File: src/rtl/uart_cfg.sv
// Configurable full-duplex UART: 5-8 data bits, none/odd/even parity, 1/2 stop bits, RX FIFO.
// Latency: tx leaves idle the cycle after start is accepted; an RX frame is visible on rx_valid the cycle after its stop-bit sample.
// Backpressure: start is ignored while a frame is being sent; a completed RX frame that finds the FIFO full is dropped and rx_overrun pulses.
//
// Ports:
//   clk, rst                 system clock, asynchronous active-low reset
//   rx / tx                  serial pads (tx idles high)
//   tx_data_in, start        transmit request, data sampled on accept
//   tx_active, done_tx       transmit busy level and end-of-frame pulse
//   rx_data_out, rx_parity_err, rx_frame_err, rx_valid, rx_read
//                            show-ahead FIFO head and pop handshake
//   rx_overrun               one-cycle pulse when a frame was dropped
module uart_cfg #(
    parameter int CLK_FREQ   = 50000000,
    parameter int BAUD_RATE  = 19200,
    parameter int DATA_BITS  = 8,
    parameter int PARITY     = 0,
    parameter int STOP_BITS  = 1,
    parameter int FIFO_DEPTH = 4
) (
    input  logic                 clk,
    input  logic                 rst,
    input  logic                 rx,
    output logic                 tx,
    input  logic [DATA_BITS-1:0] tx_data_in,
    input  logic                 start,
    output logic                 tx_active,
    output logic                 done_tx,
    output logic [DATA_BITS-1:0] rx_data_out,
    output logic                 rx_parity_err,
    output logic                 rx_frame_err,
    output logic                 rx_valid,
    input  logic                 rx_read,
    output logic                 rx_overrun
);

    localparam int CPB      = CLK_FREQ / BAUD_RATE;
    localparam int HALF     = CPB / 2;
    localparam int STOP_CYC = STOP_BITS * CPB;
    localparam int CW       = $clog2(STOP_CYC + 1);
    localparam int BW       = $clog2(DATA_BITS);
    localparam int AW       = $clog2(FIFO_DEPTH);
    localparam int EW       = DATA_BITS + 2;

    localparam logic [CW-1:0] BIT_LAST  = CW'(CPB - 1);
    localparam logic [CW-1:0] HALF_LAST = CW'(HALF - 1);
    localparam logic [CW-1:0] STOP_LAST = CW'(STOP_CYC - 1);
    localparam logic [BW-1:0] IDX_LAST  = BW'(DATA_BITS - 1);
    localparam logic [AW:0]   FIFO_FULL = (AW + 1)'(FIFO_DEPTH);
    localparam bit            HAS_PAR   = (PARITY != 0);
    localparam bit            PAR_ODD   = (PARITY == 1);

    localparam logic [2:0] S_IDLE   = 3'd0;
    localparam logic [2:0] S_START  = 3'd1;
    localparam logic [2:0] S_DATA   = 3'd2;
    localparam logic [2:0] S_PARITY = 3'd3;
    localparam logic [2:0] S_STOP   = 3'd4;
    localparam logic [2:0] S_BREAK  = 3'd5;

    // ------------------------------------------------------------------
    // Transmitter
    // ------------------------------------------------------------------
    logic [2:0]           tx_state_q, tx_state_d;
    logic [CW-1:0]        tx_cnt_q, tx_cnt_d;
    logic [BW-1:0]        tx_idx_q, tx_idx_d;
    logic [DATA_BITS-1:0] tx_shr_q, tx_shr_d;
    logic                 tx_done_q, tx_done_d;
    logic                 tx_q, tx_d;

    always_comb begin
        tx_state_d = tx_state_q;
        tx_cnt_d   = tx_cnt_q;
        tx_idx_d   = tx_idx_q;
        tx_shr_d   = tx_shr_q;
        tx_done_d  = 1'b0;
        case (tx_state_q)
            S_IDLE: begin
                if (start) begin
                    tx_state_d = S_START;
                    tx_shr_d   = tx_data_in;
                    tx_cnt_d   = '0;
                end
            end
            S_START: begin
                if (tx_cnt_q == BIT_LAST) begin
                    tx_cnt_d   = '0;
                    tx_idx_d   = '0;
                    tx_state_d = S_DATA;
                end else begin
                    tx_cnt_d = tx_cnt_q + 1'b1;
                end
            end
            S_DATA: begin
                if (tx_cnt_q == BIT_LAST) begin
                    tx_cnt_d = '0;
                    if (tx_idx_q == IDX_LAST) begin
                        tx_state_d = HAS_PAR ? S_PARITY : S_STOP;
                    end else begin
                        tx_idx_d = tx_idx_q + 1'b1;
                    end
                end else begin
                    tx_cnt_d = tx_cnt_q + 1'b1;
                end
            end
            S_PARITY: begin
                if (tx_cnt_q == BIT_LAST) begin
                    tx_cnt_d   = '0;
                    tx_state_d = S_STOP;
                end else begin
                    tx_cnt_d = tx_cnt_q + 1'b1;
                end
            end
            S_STOP: begin
                // All stop bits are one continuous high period.
                if (tx_cnt_q == STOP_LAST) begin
                    tx_cnt_d   = '0;
                    tx_state_d = S_IDLE;
                    tx_done_d  = 1'b1;
                end else begin
                    tx_cnt_d = tx_cnt_q + 1'b1;
                end
            end
            default: begin
                tx_state_d = S_IDLE;
                tx_cnt_d   = '0;
            end
        endcase
    end

    // The pad level is registered from the next state so tx is glitch-free
    // and changes in the same cycle the state does.
    always_comb begin
        case (tx_state_d)
            S_START:  tx_d = 1'b0;
            S_DATA:   tx_d = tx_shr_d[tx_idx_d];
            S_PARITY: tx_d = PAR_ODD ? ~^tx_shr_d : ^tx_shr_d;
            default:  tx_d = 1'b1;
        endcase
    end

    always_ff @(posedge clk or negedge rst) begin
        if (!rst) begin
            tx_state_q <= S_IDLE;
            tx_cnt_q   <= '0;
            tx_idx_q   <= '0;
            tx_shr_q   <= '0;
            tx_done_q  <= 1'b0;
            tx_q       <= 1'b1;
        end else begin
            tx_state_q <= tx_state_d;
            tx_cnt_q   <= tx_cnt_d;
            tx_idx_q   <= tx_idx_d;
            tx_shr_q   <= tx_shr_d;
            tx_done_q  <= tx_done_d;
            tx_q       <= tx_d;
        end
    end

    assign tx        = tx_q;
    assign tx_active = (tx_state_q != S_IDLE);
    assign done_tx   = tx_done_q;

    // ------------------------------------------------------------------
    // Receiver
    // ------------------------------------------------------------------
    logic                 rx_meta_q, rx_s_q;
    logic [2:0]           rx_state_q, rx_state_d;
    logic [CW-1:0]        rx_cnt_q, rx_cnt_d;
    logic [BW-1:0]        rx_idx_q, rx_idx_d;
    logic [DATA_BITS-1:0] rx_shr_q, rx_shr_d;
    logic                 rx_perr_q, rx_perr_d;
    logic                 push_req;
    logic [EW-1:0]        push_dat;
    logic                 rx_exp_par;

    assign rx_exp_par = PAR_ODD ? ~^rx_shr_q : ^rx_shr_q;

    always_comb begin
        rx_state_d = rx_state_q;
        rx_cnt_d   = rx_cnt_q;
        rx_idx_d   = rx_idx_q;
        rx_shr_d   = rx_shr_q;
        rx_perr_d  = rx_perr_q;
        push_req   = 1'b0;
        push_dat   = {~rx_s_q, rx_perr_q, rx_shr_q};
        case (rx_state_q)
            S_IDLE: begin
                if (!rx_s_q) begin
                    rx_state_d = S_START;
                    rx_cnt_d   = '0;
                end
            end
            S_START: begin
                // Half-bit recheck: a start edge that has gone high again
                // by mid-bit is treated as noise.
                if (rx_cnt_q == HALF_LAST) begin
                    rx_cnt_d = '0;
                    if (rx_s_q) begin
                        rx_state_d = S_IDLE;
                    end else begin
                        rx_state_d = S_DATA;
                        rx_idx_d   = '0;
                        rx_perr_d  = 1'b0;
                    end
                end else begin
                    rx_cnt_d = rx_cnt_q + 1'b1;
                end
            end
            S_DATA: begin
                if (rx_cnt_q == BIT_LAST) begin
                    rx_cnt_d = '0;
                    rx_shr_d = {rx_s_q, rx_shr_q[DATA_BITS-1:1]};
                    if (rx_idx_q == IDX_LAST) begin
                        rx_state_d = HAS_PAR ? S_PARITY : S_STOP;
                    end else begin
                        rx_idx_d = rx_idx_q + 1'b1;
                    end
                end else begin
                    rx_cnt_d = rx_cnt_q + 1'b1;
                end
            end
            S_PARITY: begin
                if (rx_cnt_q == BIT_LAST) begin
                    rx_cnt_d   = '0;
                    rx_perr_d  = (rx_s_q != rx_exp_par);
                    rx_state_d = S_STOP;
                end else begin
                    rx_cnt_d = rx_cnt_q + 1'b1;
                end
            end
            S_STOP: begin
                // Only the first stop bit is sampled; a low stop bit means
                // the line may be in a break, so wait for it to recover.
                if (rx_cnt_q == BIT_LAST) begin
                    rx_cnt_d   = '0;
                    push_req   = 1'b1;
                    rx_state_d = rx_s_q ? S_IDLE : S_BREAK;
                end else begin
                    rx_cnt_d = rx_cnt_q + 1'b1;
                end
            end
            S_BREAK: begin
                if (rx_s_q) begin
                    rx_state_d = S_IDLE;
                end
            end
            default: begin
                rx_state_d = S_IDLE;
                rx_cnt_d   = '0;
            end
        endcase
    end

    always_ff @(posedge clk or negedge rst) begin
        if (!rst) begin
            rx_meta_q  <= 1'b1;
            rx_s_q     <= 1'b1;
            rx_state_q <= S_IDLE;
            rx_cnt_q   <= '0;
            rx_idx_q   <= '0;
            rx_shr_q   <= '0;
            rx_perr_q  <= 1'b0;
        end else begin
            rx_meta_q  <= rx;
            rx_s_q     <= rx_meta_q;
            rx_state_q <= rx_state_d;
            rx_cnt_q   <= rx_cnt_d;
            rx_idx_q   <= rx_idx_d;
            rx_shr_q   <= rx_shr_d;
            rx_perr_q  <= rx_perr_d;
        end
    end

    // ------------------------------------------------------------------
    // RX FIFO: show-ahead, entry = {frame_err, parity_err, data}
    // ------------------------------------------------------------------
    logic [EW-1:0] mem_q [FIFO_DEPTH];
    logic [AW-1:0] wr_ptr_q, rd_ptr_q;
    logic [AW:0]   count_q;
    logic          ovr_q;
    logic          fifo_full, fifo_empty, do_push, do_pop, ovr_d;
    logic [EW-1:0] head;

    assign fifo_full  = (count_q == FIFO_FULL);
    assign fifo_empty = (count_q == '0);
    assign do_pop     = rx_read && !fifo_empty;
    // A pop in the same cycle frees the slot, so a full FIFO still accepts.
    assign do_push    = push_req && (!fifo_full || do_pop);
    assign ovr_d      = push_req && fifo_full && !do_pop;

    always_ff @(posedge clk) begin
        if (do_push) begin
            mem_q[wr_ptr_q] <= push_dat;
        end
    end

    always_ff @(posedge clk or negedge rst) begin
        if (!rst) begin
            wr_ptr_q <= '0;
            rd_ptr_q <= '0;
            count_q  <= '0;
            ovr_q    <= 1'b0;
        end else begin
            ovr_q <= ovr_d;
            // Pointers wrap naturally: depth is a power of two.
            if (do_push) begin
                wr_ptr_q <= wr_ptr_q + 1'b1;
            end
            if (do_pop) begin
                rd_ptr_q <= rd_ptr_q + 1'b1;
            end
            case ({do_push, do_pop})
                2'b10:   count_q <= count_q + 1'b1;
                2'b01:   count_q <= count_q - 1'b1;
                default: count_q <= count_q;
            endcase
        end
    end

    assign head          = mem_q[rd_ptr_q];
    assign rx_valid      = !fifo_empty;
    assign rx_data_out   = fifo_empty ? '0 : head[DATA_BITS-1:0];
    assign rx_parity_err = !fifo_empty && head[DATA_BITS];
    assign rx_frame_err  = !fifo_empty && head[DATA_BITS+1];
    assign rx_overrun    = ovr_q;

endmodule

File: config.mk
export PLATFORM = sky130hd
export DESIGN_NAME = uart_cfg
export DESIGN_NICKNAME = d
export VERILOG_FILES = /design/src/rtl/uart_cfg.sv
export SDC_FILE = /design/constraint.sdc
export NUM_CORES = 1
export LEC_CHECK = 0
export BUFFER_PORTS_ARGS = -buffer_cell sky130_fd_sc_hd__buf_2
export CAP_MARGIN = 20
export CORE_ASPECT_RATIO = 2
export CORE_MARGIN = 4
export CORE_UTILIZATION = 25
export CTS_BUF_LIST = sky130_fd_sc_hd__clkbuf_16
export DETAILED_ROUTE_END_ITERATION = 8
export SLEW_MARGIN = 10
export SYNTH_ARGS = -nofsm -noshare
export SYNTH_HDL_FRONTEND = slang
export SYNTH_SLANG_ARGS = --single-unit
File: constraint.sdc
create_clock -name clk -period 5.7 [get_ports clk]
set_clock_uncertainty 0.1 [all_clocks]
set_input_delay 0.855 -clock clk [delete_from_list [all_inputs] [get_ports clk]]
set_output_delay 0.855 -clock clk [all_outputs]
set_load 0.05 [all_outputs]
==> results.json, run 1 <==
{
  "vias": 3296,
  "grt_max_degree": 66,
  "worstPathCellList": "mux4_2, and2_1, buf_2",
  "hpwl_reported_at_the_end_of_detailed_placement_um": 7370,
  "synth_cells": 425,
  "crit-reg2reg-capture": "mem_q[1][0]",
  "cts_buffers": 9,
  "globalRouteMet1Util_pct": 9.35,
  "floorplan_die_height_um": 211,
  "placement.io_buffers": 27,
  "antenna-diode-count": 0,
  "pin_count": 28,
  "gpl_wtd_cong": 0.813,
  "grt_antenna_before_repair": 0,
  "synth_compound_area_share_pct": 9.48,
  "setup_violators_final": 0,
  "power.density_mw_per_mm2": 328,
  "power.total_w": 0.00192,
  "number_of_global_route_vias_before_repair": 3577,
  "ys_seq_area_share_pct": 55.0,
  "worst_ir_drop_vdd_mv": 0.120,
  "met2_usage_pct": 17.6,
  "cap_viol_max_count": 0,
  "synth-edff-count": 40,
  "synthTopCellsByCount": "62 x dfrtp_1, 40 x edfxtp_1, 31 x nand2_1",
  "mean_post_synth_cell_area_um2": 12.1,
  "async_flop_share_pct": 61.9,
  "post_cts_resize_count": 0,
  "hp-class": "flop to flop",
  "yosys.cell_types.count": 60,
  "post_synth_xor_area_fraction_pct": 6.64,
  "sw_frac_of_total_pct": 30.5,
  "share_of_final_layout_standard_cells_stronger_than_drive_strength_1_pct": 19.0,
  "status": "complete, no violations",
  "postSynthRegisterBits": 105,
  "die_outline_area_mm2": 0.0231,
  "power.leakage_nw": 2.37,
  "clockPowerShare_pct": 32.2,
  "synth_adder_area_share_pct": 2.82,
  "cp_top_family": "flip-flops",
  "critPathBufInv": 1,
  "hold_depth": 0,
  "hold_path.startpoint": "rx_meta_q",
  "postRouteAntennaNets": 0,
  "critPathMaxFanout": 12,
  "cts_tree": "built",
  "highest_achievable_clock_rate_mhz": 325,
  "synth_area_mm2": 0.00515,
  "rrSetupSlack_ns": 2.71,
  "timing.critical_path.required_ns": 4.74,
  "synth_mux_area_share_pct": 9.60,
  "placeableCoreArea_mm2": 0.0204,
  "fp.dieW_um": 109,
  "placementRows": 74,
  "internal_power_w": 0.00134,
  "worst_r2r_startpoint": "rx_cnt_q[0]",
  "drt_pass1_iterations": 4,
  "largest_family_of_logic_cells_by_synthesized_area": "simple AND/OR/NAND/NOR gates",
  "initial_core_util_pct": 25.3,
  "gr-total-overflow": 0,
  "cts_setup_buffers": 0,
  "worst_skew_pair.late_latency_ns": 0.35,
  "synth_top_area_cell": "dfrtp_1",
  "clk_pin_slew_worst_paths_ns": 0.08,
  "timing.final.max_slew_violations": 0,
  "grt_pass1_wl_um": 17100,
  "routed_wirelength_um": 9930,
  "hold-path-endpoint": "rx_s_q",
  "avg_vias_per_cell": 4.58,
  "grt_usage_pct": 9.38,
  "maximum_single_stage_delay_on_the_critical_path_ns": 0.79,
  "p_switching_w": 0.000586,
  "fraction_of_post_synthesis_cell_area_in_the_top_cell_type_by_area_pct": 30.1,
  "number_of_clock_sinks": 105,
  "wire_per_inst_um": 13.8,
  "setup.worst_path.end_class": "primary output",
  "post_synth_main_area_contributors": "dfrtp_1 30%, edfxtp_1 23%, xnor2_1 4.8%, mux4_2 4.4%, mux2_2 4.2%",
  "timing.critical_path.arrival_ns": 2.12,
  "crit_path_start_kind": "flop",
  "slowest_stage": "dfrtp_1",
  "yosys.area_share.simple_pct": 13.8,
  "synth.net_count": 449,
  "grt_setup_unrepaired": "no",
  "yosys_warnings": 0,
  "yosys.cell_count.top_type": "dfrtp_1",
  "worstSetupPathType": "flop to primary output",
  "cts_max_path_buffers": 2,
  "post_cts_hold_buffer_count": 0,
  "flow.area_growth_from_synthesis_pct": 13.9,
  "comb_power_share_pct": 19.6,
  "groute.layer.met3.usage_pct": 1.96,
  "grt_peak_use_layer": "met2",
  "reg2regPathDepth": 6,
  "worst-slew-pin-transition_ns": 0.871,
  "drt_iter0_drc": 168,
  "period_share_pct": 54.0,
  "post-route-drc-count": 0,
  "final.setup.tns_ns": 0,
  "min_period_ns": 3.08,
  "root_buffer": "clkbuf_16",
  "h-tree-depth": 3,
  "nNetsFinal": 472,
  "postSynth.topFlopCell": "dfrtp_1",
  "pwr-share-seq_pct": 48.2,
  "slew_headroom_pct": 42.0,
  "finalHoldViolCount": 0
}
## sequential cells by signal, indices dropped and copies added (netlist names), 2 cells and up
register / count
rx_idx_q: 3
tx_state_q: 3
tx_cnt_q: 12
tx_shr_q: 8
rx_shr_q: 8
rx_state_q: 3
rd_ptr_q: 2
wr_ptr_q: 2
count_q: 3
mem_q: 40
rx_cnt_q: 12
tx_idx_q: 3
## kinds of logic (layout without fill, tap and decap cells)
group / count (synthesis) / count (layout)
multiplexers: 34 / 34
XOR/XNOR: 39 / 39
buffers and inverters: 33 / 61
AO/OA/AOI/OAI: 74 / 74
adder cells (fa/ha/maj): 11 / 11
AND/OR/NAND/NOR: 129 / 129
flip-flops: 105 / 105
## cell type report
cell class                      count  area [um^2]
Fill cell                        2111        14500
Sequential cell                   105         2830
Multi-Input combinational cell    287         2180
Tap cell                          266          333
Clock buffer                        9          225
Timing Repair Buffer               29          150
Clock inverter                      7         80.1
Inverter                           16         60.1
## how the worst max path moves through the flow
stage	from	endpoint	slack, ns	cells after the start
after floorplan	rd_ptr_q[0]	rx_data_out[0]	2.97	3
after global placement	rx_cnt_q[0]	mem_q[1][7]	2.85	6
after detailed placement	rx_cnt_q[0]	mem_q[1][5]	2.71	6
after CTS	rd_ptr_q[0]	rx_data_out[4]	2.54	3
after global routing	rd_ptr_q[0]	rx_data_out[7]	2.47	3
final	rd_ptr_q[0]	rx_data_out[4]	2.62	3
## worst register-to-register path, cell delays in order, from the launching register on
cell and delay [ns]:
dfrtp_1 0.45, ha_1 0.24, nand2_1 0.14, nor4_4 0.51, nand3_2 0.31, nor2_1 0.39
and2_1 0.50
## routing by layer
layer / wire length [um] / share of wire, %
met1: 3700 / 37
met2: 5630 / 57
met3: 294 / 3.0
met4: 311 / 3.1
met5: 0 / 0
## power groups by stage
| stage | combinational, W | sequential [W] | clock, W |
|---|---|---|---|
| after floorplan | 0.000335 | 0.000899 | 0 |
| after global placement | 0.000371 | 0.000940 | 0 |
| after detailed placement | 0.000384 | 0.000945 | 0 |
| after CTS | 0.000386 | 0.000930 | 0.000641 |
| after global routing | 0.000430 | 0.000944 | 0.000677 |
| final | 0.000377 | 0.000926 | 0.000619 |
## per-stage QoR
| stage | hold WS [ns] | std cells | area [um^2] | worst slack (ns) | util (%) |
|---|---|---|---|---|---|
| final | 0.261 | 719 | 5860 | 2.62 | 28.8 |
| after global routing | 0.268 | 719 | 5860 | 2.47 | 28.8 |
| after CTS | 0.262 | 719 | 5860 | 2.54 | 28.8 |
| after detailed placement | 0.251 | 703 | 5550 | 2.71 | 27.3 |
| after global placement | 0.254 | 703 | 5550 | 2.85 | 27.3 |
| after floorplan | 0.245 | 425 | 5150 | 2.97 | - |
## layout by cell type, fill, tap and decap left out, drive strengths merged, types with 16 or more instances in the layout
master	instances
o21ai	24
nand2	31
mux2	20
edfxtp	40
inv	19
nor2	23
and2	16
buf	29
nand3	16
dfrtp	62
xnor2	28
Note: power is estimated with default switching activity, not from simulation.
==> run 2: changes to the inputs <==
clock period = 3.15 ns   (was 5.7 ns; I/O delays follow)
==> results.json, run 2 (synthesized netlist as in run 1, its figures left out) <==
{
  "status": "complete, no violations",
  "worst-slew-pin-transition_ns": 0.867,
  "rrSetupSlack_ns": 0.47,
  "timing.final.max_slew_violations": 0,
  "cp_top_family": "flip-flops",
  "hpwl_reported_at_the_end_of_detailed_placement_um": 7200,
  "pin_count": 28,
  "initial_core_util_pct": 25.3,
  "setup_violators_final": 0,
  "post_cts_resize_count": 0,
  "highest_achievable_clock_rate_mhz": 370,
  "wire_per_inst_um": 13.4,
  "largest_reg_flops": 40,
  "cts_tree": "built",
  "reg2regPathDepth": 9,
  "period_share_pct": 85.8,
  "grt_max_degree": 66,
  "cts_setup_buffers": 0,
  "grt_setup_unrepaired": "no",
  "power.density_mw_per_mm2": 592,
  "hold_path.startpoint": "rx",
  "slew_headroom_pct": 42.2,
  "hp-class": "primary input to flop",
  "worst_skew_pair.late_latency_ns": 0.36,
  "routed_wirelength_um": 9690,
  "die_outline_area_mm2": 0.0231,
  "final.hold.worst_slack_ns": 0.121,
  "worst_ir_drop_vdd_mv": 0.248,
  "critPathBufInv": 1,
  "placeableCoreArea_mm2": 0.0204,
  "vias": 3302,
  "startpoint": "rd_ptr_q[0]",
  "placement.io_buffers": 27,
  "maximum_single_stage_delay_on_the_critical_path_ns": 0.78,
  "commonest_cells_after_routing_fill_and_taps_aside": "62 x dfrtp_1, 40 x edfxtp_1, 31 x nand2_1",
  "numPlacedInstances": 707,
  "number_of_global_route_vias_before_repair": 3348,
  "floorplan_die_height_um": 211,
  "timing.critical_path.required_ns": 2.58,
  "worstPathCellList": "mux4_2, and2_1, buf_2",
  "gr-total-overflow": 0,
  "grt_antenna_before_repair": 0,
  "fillers": 2101,
  "cts_buffers": 9,
  "cap_viol_max_count": 0,
  "flow.area_growth_from_synthesis_pct": 14.4,
  "critPathMaxFanout": 12,
  "worstSetupPathType": "flop to primary output",
  "postRouteAntennaNets": 0,
  "share_of_final_layout_standard_cells_stronger_than_drive_strength_1_pct": 19.7,
  "layout_commonest_cell": "dfrtp_1",
  "grt_usage_pct": 8.93,
  "post-route-drc-count": 0,
  "gpl_wtd_cong": 0.771,
  "post_cts_hold_buffer_count": 0,
  "min_period_ns": 2.70,
  "worst_r2r_startpoint": "rx_cnt_q[0]",
  "final.setup.tns_ns": 0,
  "crit_path_start_kind": "flop",
  "timing.critical_path.arrival_ns": 2.13,
  "clk_pin_slew_worst_paths_ns": 0.08,
  "fp.dieW_um": 109,
  "slowest_stage": "dfrtp_1",
  "hold-path-endpoint": "rx_meta_q",
  "grt_pass1_wl_um": 16300,
  "setup.worst_path.end_class": "primary output",
  "largestRegisters": "mem_q: 40 flops, rx_cnt_q: 12 flops, tx_cnt_q: 12 flops",
  "hold_depth": 1,
  "cts_max_path_buffers": 2,
  "power.total_w": 0.00348,
  "number_of_clock_sinks": 105,
  "crit-reg2reg-capture": "count_q[1]",
  "finalHoldViolCount": 0,
  "final_cells": 723,
  "placementRows": 74,
  "drt_pass1_iterations": 4,
  "drt_iter0_drc": 167,
  "antenna-diode-count": 0,
  "power.leakage_nw": 2.39,
  "nNetsFinal": 476,
  "largest-register": "mem_q",
  "root_buffer": "clkbuf_16",
  "avg_vias_per_cell": 4.57,
  "h-tree-depth": 3
}
==> run 2: cell count changes in the layout (fill, tap and decap cells not counted) <==
| cell | delta |
|---|---|
| inv_6 | +1 |
| clkinvlp_4 | -1 |
| inv_8 | +1 |
| clkinv_8 | -1 |
| buf_4 | +4 |
==> run 2: how the worst max path moves through the flow <==
stage	endpoint	slack, ns	cells past startpoint
after floorplan	count_q[2]	0.56	7
after global placement	mem_q[1][4]	0.54	6
after detailed placement	mem_q[1][6]	0.43	6
after CTS	rx_data_out[7]	0.37	3
after global routing	mem_q[1][1]	0.20	6
final	rx_data_out[7]	0.45	3
==> run 2: area by class of cell <==
| cell class | instances | area (um^2) | share of cell area [%] |
|---|---|---|---|
| Clock buffer | 9 | 225 | 3.83 |
| Clock inverter | 7 | 76.3 | 1.30 |
| Inverter | 16 | 60.1 | 1.02 |
| Multi-Input combinational cell | 287 | 2180 | 37.0 |
| Sequential cell | 105 | 2830 | 48.1 |
| Tap cell | 266 | 333 | 5.65 |
| Timing Repair Buffer | 33 | 180 | 3.06 |
==> run 2: routing by layer <==
metal	GRT usage (%)	routed length, um	vias to the layer above
li1	-	-	1596
met1	9.33	3740	1652
met2	16.5	5460	42
met3	1.62	252	12
met4	4.74	235	0
met5	0	0	-
==> run 2: metrics by stage <==
stage / util (%) / setup WS (ns) / area, um^2
6_report: 28.9 / 0.446 / 5890
5_1_grt: 28.9 / 0.205 / 5890
4_1_cts: 28.9 / 0.372 / 5890
3_5_place_dp: 27.4 / 0.433 / 5580
3_3_place_gp: 27.4 / 0.540 / 5580
2_1_floorplan: - / 0.559 / 5150
==> run 2: where the power goes <==
part | total, W | switching (W) | internal (W) | leakage (nW)
combinational | 0.000684 | 0.000347 | 0.000337 | 0.942
clock | 0.00112 | 0.000553 | 0.000567 | 0.149
sequential | 0.00168 | 0.000161 | 0.00152 | 1.30
